<file path="src/rtl/fir_decimator_fifo_if.sv">
// Handshake bundle between the FIR result stream, the decimator FIFO and its consumer.
interface fir_decimator_fifo_if #(
    parameter int DATA_W     = 10,
    parameter int FIFO_DEPTH = 4
);
    localparam int LVL_W = $clog2(FIFO_DEPTH) + 1;

    logic [DATA_W-1:0] i_data;
    logic              i_en;
    logic [DATA_W-1:0] o_data;
    logic              o_valid;
    logic              i_ready;
    logic [LVL_W-1:0]  o_level;
    logic              o_overflow;

    modport master (
        output i_data, i_en, i_ready,
        input  o_data, o_valid, o_level, o_overflow
    );

    modport slave (
        input  i_data, i_en, i_ready,
        output o_data, o_valid, o_level, o_overflow
    );
endinterface

</file>
<file path="src/rtl/fir_decimator_fifo.sv">
// Accumulate-and-dump decimator (floor average of DECIM samples) feeding a small
// output FIFO drained over a valid/ready handshake, with a sticky overflow flag.
module fir_decimator_fifo #(
    parameter int DATA_W     = 10,
    parameter int DECIM      = 4,
    parameter int FIFO_DEPTH = 4
) (
    input  logic                i_clk,
    input  logic                i_rst,
    fir_decimator_fifo_if.slave bus
);
    localparam int SH    = $clog2(DECIM);
    localparam int ACC_W = DATA_W + SH;
    localparam int PTR_W = $clog2(FIFO_DEPTH);
    localparam int LVL_W = PTR_W + 1;
    localparam logic [SH-1:0]    LAST_PH  = SH'(DECIM - 1);
    localparam logic [LVL_W-1:0] FULL_LVL = LVL_W'(FIFO_DEPTH);

    function automatic logic [DATA_W-1:0] floor_avg(input logic [ACC_W-1:0] sum);
        return sum[ACC_W-1:SH];
    endfunction

    // Stage p0: accumulate; the dump edge produces the average combinationally
    logic [ACC_W-1:0]  acc_p0;
    logic [SH-1:0]     phase_p0;
    logic [ACC_W-1:0]  sum_p0;
    logic              vld_p0;
    logic [DATA_W-1:0] avg_p0;

    always_comb begin
        sum_p0 = acc_p0 + ACC_W'(bus.i_data);
        vld_p0 = bus.i_en && (phase_p0 == LAST_PH);
        avg_p0 = floor_avg(sum_p0);
    end

    always_ff @(posedge i_clk) begin
        if (i_rst) begin
            acc_p0   <= '0;
            phase_p0 <= '0;
        end else if (bus.i_en) begin
            if (vld_p0) begin
                acc_p0   <= '0;
                phase_p0 <= '0;
            end else begin
                acc_p0   <= sum_p0;
                phase_p0 <= phase_p0 + 1'b1;
            end
        end
    end

    // Stage p1: output FIFO with a registered head so o_data never depends on i_ready
    logic [DATA_W-1:0] mem_p1 [FIFO_DEPTH];
    logic [PTR_W-1:0]  wr_ptr_p1;
    logic [PTR_W-1:0]  rd_ptr_p1;
    logic [LVL_W-1:0]  level_p1;
    logic              vld_p1;
    logic [DATA_W-1:0] data_p1;
    logic              ovf_p1;

    logic              pop;
    logic              full;
    logic              push_ok;
    logic              drop;
    logic [PTR_W-1:0]  rd_ptr_nxt;
    logic [LVL_W-1:0]  level_nxt;
    logic [LVL_W-1:0]  remain;
    logic [DATA_W-1:0] data_nxt;

    always_comb begin
        pop        = vld_p1 && bus.i_ready;
        full       = (level_p1 == FULL_LVL);
        // a pop on the same edge frees the slot, so a full FIFO still accepts
        push_ok    = vld_p0 && (!full || pop);
        drop       = vld_p0 && full && !pop;
        rd_ptr_nxt = rd_ptr_p1 + PTR_W'(pop);
        remain     = level_p1 - LVL_W'(pop);
        level_nxt  = remain + LVL_W'(push_ok);
        data_nxt   = data_p1;
        if (remain != '0) begin
            data_nxt = mem_p1[rd_ptr_nxt];
        end else if (push_ok) begin
            data_nxt = avg_p0;
        end
    end

    always_ff @(posedge i_clk) begin
        if (push_ok) begin
            mem_p1[wr_ptr_p1] <= avg_p0;
        end
    end

    always_ff @(posedge i_clk) begin
        if (i_rst) begin
            wr_ptr_p1 <= '0;
            rd_ptr_p1 <= '0;
            level_p1  <= '0;
            vld_p1    <= 1'b0;
            data_p1   <= '0;
            ovf_p1    <= 1'b0;
        end else begin
            if (push_ok) begin
                wr_ptr_p1 <= wr_ptr_p1 + 1'b1;
            end
            rd_ptr_p1 <= rd_ptr_nxt;
            level_p1  <= level_nxt;
            vld_p1    <= (level_nxt != '0);
            data_p1   <= data_nxt;
            if (drop) begin
                ovf_p1 <= 1'b1;
            end
        end
    end

    assign bus.o_data     = data_p1;
    assign bus.o_valid    = vld_p1;
    assign bus.o_level    = level_p1;
    assign bus.o_overflow = ovf_p1;
endmodule

</file>
<file path="src/flat_wrapper.sv">
// flat-port wrapper written by rule: the top's interface ports become plain ports
module fir_decimator_fifo_flat 
#(
    parameter int DATA_W     = 10,
    parameter int DECIM      = 4,
    parameter int FIFO_DEPTH = 4
)
  (i_clk, i_rst, bus_i_data, bus_i_en, bus_i_ready, bus_o_data, bus_o_valid, bus_o_level, bus_o_overflow);
  fir_decimator_fifo_if #(.DATA_W(DATA_W), .FIFO_DEPTH(FIFO_DEPTH)) bus_i ();
  input  logic i_clk;
  input  logic i_rst;
  input wire logic [$bits(bus_i.i_data)-1:0] bus_i_data;
  input wire logic [$bits(bus_i.i_en)-1:0] bus_i_en;
  input wire logic [$bits(bus_i.i_ready)-1:0] bus_i_ready;
  output wire logic [$bits(bus_i.o_data)-1:0] bus_o_data;
  output wire logic [$bits(bus_i.o_valid)-1:0] bus_o_valid;
  output wire logic [$bits(bus_i.o_level)-1:0] bus_o_level;
  output wire logic [$bits(bus_i.o_overflow)-1:0] bus_o_overflow;
  assign bus_i.i_data = bus_i_data;
  assign bus_i.i_en = bus_i_en;
  assign bus_i.i_ready = bus_i_ready;
  assign bus_o_data = bus_i.o_data;
  assign bus_o_valid = bus_i.o_valid;
  assign bus_o_level = bus_i.o_level;
  assign bus_o_overflow = bus_i.o_overflow;
  fir_decimator_fifo #(.DATA_W(DATA_W), .DECIM(DECIM), .FIFO_DEPTH(FIFO_DEPTH)) u_core (.i_clk(i_clk), .i_rst(i_rst), .bus(bus_i));
endmodule
</file>
<file path="config.mk">
export PLATFORM = sky130hd
export DESIGN_NAME = fir_decimator_fifo_flat
export DESIGN_NICKNAME = d
export VERILOG_FILES = /design/src/rtl/fir_decimator_fifo_if.sv /design/src/rtl/fir_decimator_fifo.sv /design/src/flat_wrapper.sv
export SDC_FILE = /design/constraint.sdc
export NUM_CORES = 1
export LEC_CHECK = 0
export CAP_MARGIN = 20
export CORE_ASPECT_RATIO = 0.75
export CORE_UTILIZATION = 52
export CTS_CLUSTER_SIZE = 14
export DETAILED_ROUTE_END_ITERATION = 16
export GPL_ROUTABILITY_DRIVEN = 0
export PLACE_DENSITY = 0.76
export SETUP_SLACK_MARGIN = 0.2
export SYNTH_ARGS = -nofsm -noshare
export SYNTH_HDL_FRONTEND = slang
export SYNTH_SLANG_ARGS = --single-unit
</file>
<file path="constraint.sdc">
create_clock -name i_clk -period 2.4 [get_ports i_clk]
set_input_delay 0.72 -clock i_clk [delete_from_list [all_inputs] [get_ports i_clk]]
set_output_delay 0.72 -clock i_clk [all_outputs]
set_load 0.03 [all_outputs]
</file>
==> flow_metrics.tcl <==
set metrics [dict create \
    synth_area_leader_cell "edfxtp_1" \
    gr-usage-all-layers_pct 26.3 \
    htree_levels 3 \
    dp_hpwl_um 5700 \
    synthMuxAreaShare_pct 7.93 \
    synth_top_family_by_area "compound AO/OA/AOI/OAI gates" \
    yosysMostFrequentCell "edfxtp_1" \
    end_kind "flip-flop" \
    period_needed_ns 2.17 \
    synth_seq_cells 73 \
    yosysWarnings 0 \
    globalRouteOverflowTotal 0 \
    fin_setup_tns_ns 0 \
    maxCapViolations 0 \
    finalSetupViolCount 0 \
    power_density_mw_per_mm2 946 \
    antenna_found_initial 0 \
    hold_buffers 0 \
    synth.area.top_cells "edfxtp_1, dfxtp_1, ha_1" \
    crit_path_max_fanout 4 \
    synth-compound-area-share_pct 13.1 \
    viasPerCell 5.60 \
    grt_max_degree 16 \
    drt-total-wl_um 8420 \
    worstPathArrival_ns 2.41 \
    worst_pin_slew_ns 0.674 \
    crit_chain "dlygate4sd2_1, ha_4, nor2b_2, o2111a_1, o31a_1, xnor2_2, buf_4, o32ai_1" \
    power_leakage_uw 0.00183 \
    first_global_vias 2652 \
    ant_nets 0 \
    start_util_pct 54.4 \
    synthAdderAreaFrac_pct 7.79 \
    worst-setup-path-type "input port to flip-flop" \
    finalClockSkew_ns 0.0119 \
    async_flop_share_pct 0 \
    synth_nets 327 \
    drt-initial-drc-count 144 \
    seq_area_frac_synth_pct 53.7 \
    yosys.area_share.xor_xnor_pct 2.27 \
    diodes 0 \
    max-slew-margin-rel_pct 54.9 \
    wl_per_cell_um 18.4 \
    row_count 25 \
    cts_tree "built" \
    rsz0062_at_grt "yes" \
    synth_cells 292 \
    dieHeight_um 72.7 \
    synth-edff-count 40 \
    max_stage_delay_ns 0.28 \
    holdWs_ns 0.485 \
    crit_required_ns 2.64 \
    die_x_um 96.3 \
    start_kind "input port" \
    finalPower_uw 4510 \
    io_buffers 28 \
    hp-class "flip-flop to flip-flop" \
    hold_violations 0 \
    irDropWorstVdd_v 0.000417 \
    nets 406 \
    clk_pin_slew_ns 0.08 \
    synth_area_sq_mm 0.00347 \
    synth_top_area_share_pct 34.6 \
    critPathSlowestCell "o31a_1" \
    clockRootBuffer "clkbuf_8" \
    syn_to_final_growth_pct 37.5 \
    clockBufferDepth 2 \
    multi_input_area_sq_mm 0.00176 \
    avgSynthCellArea_sq_um 11.9 \
    fmax_ghz 0.460 \
    slew_viol_final 0 \
    yosysUniqueCellTypes 51 \
    synth_common_cells "edfxtp_1, dfxtp_1, nor2_1" \
    num_vias 2560 \
    clkLatencyLatePin_ns 0.36 \
    cts_buffers 9 \
    drc 0 \
    firstDrtPassIters 4 \
    status "completed" \
    io_pins 29 \
    regArea_sq_mm 0.00186 \
    synthFlopType "edfxtp_1" \
    finalNonFillerCells 457 \
    fill_cells 429 \
    grt_first_pass_wirelength_um 13300 \
    yosys.area_share.simple_pct 11.2 \
    core_sq_mm 0.00638 \
    die_area_sq_mm 0.00701 \
    period_share_pct 90.5 \
    drive_gt1_share_pct 34.6 \
    cts.sinks 73 \
    place_inst 435 \
]
## cell families (layout without fill, tap and decap cells)
logic type	after synthesis	count (layout)
simple gates	78	78
flops	73	73
mux	15	15
fa+ha+maj	21	21
xor+xnor	9	9
buf+inv	34	118
compound gates	62	62
## state kept, by name (all words and copies together) (netlist names), 2 cells and up
name and count:
u_core.bus.o_level 3, u_core.bus.o_data 10, u_core.wr_ptr_p1 2, u_core.rd_ptr_p1 2, u_core.acc_p0 12, u_core.mem_p1 40
u_core.phase_p0 2
## worst max-delay path: cells and delay by family
kind | cells | cell delay [ns]
buffers and inverters | 2 | 0.42
adders and majority gates | 1 | 0.23
AOI/OAI and AO/OA | 3 | 0.62
xor gates and xnor gates | 1 | 0.26
and+or+nand+nor | 1 | 0.16
## metrics by stage
stage,utilization [%],cell area (sq um),setup WS (ns)
after floorplan,-,3540,0.118
after global placement,67.1,4280,-0.569
after detailed placement,67.1,4280,-0.637
after CTS,74.1,4730,0.209
after global routing,74.8,4770,0.156
final,74.8,4770,0.227
## report_power, final
part / switching, uW / total (uW) / internal (uW)
Sequential: 93.1 / 1580 / 1490
Clock: 463 / 1000 / 539
Combinational: 956 / 1930 / 977
## per-layer routing
| layer | GRT usage, % | vias to the layer above | routed length (um) |
|---|---|---|---|
| li1 | - | 1235 | - |
| met1 | 34.6 | 1251 | 3700 |
| met2 | 43.5 | 64 | 4130 |
| met3 | 6.56 | 10 | 464 |
| met4 | 7.35 | 0 | 121 |
| met5 | 0 | - | 0 |
## cell usage in the layout (no fill, tap or decap), drive strengths merged, types with 6 or more instances in the layout
cell type      count
a211oi             7
dlygate4sd2       10
nor2              33
clkdlybuf4s50     16
ha                20
and2               7
clkbuf            12
mux4              10
edfxtp            40
a22oi              6
inv               23
nand2              9
o21ai             10
a21oi             14
buf               52
dfxtp             33
## worst paths after layout
| check | start | endpoint | slack [ns] | cells after the start |
|---|---|---|---|---|
| setup / recovery | bus_i_data[2] | u_core.acc_p0[8] | 0.23 | 8 |
| hold / removal | u_core.bus.o_overflow | u_core.bus.o_overflow | 0.49 | 2 |
| setup reg to reg | u_core.acc_p0[0] | u_core.bus.o_data[6] | 0.33 | 8 |
| hold reg to reg | u_core.bus.o_overflow | u_core.bus.o_overflow | 0.49 | 2 |
## area by class of cell
type | instances | area share [%]
well taps | 81 | 2.12
clock buffers | 12 | 3.25
repair buffers | 80 | 16.0
clock inverters | 4 | 1.07
multi-input cells | 185 | 36.8
flip-flops and latches | 73 | 39.0
inverters | 22 | 1.73
## what timing repair did
action / in CTS / in global routing
cloned: 1 / 0
setup buffers: 4 / 1
pin swaps: 19 / 10
hold endpoints to repair: 0 / 0
resized for setup: 49 / 12
endpoints found under the setup margin: 52 / 15
Power figures use the tool's default switching activity.
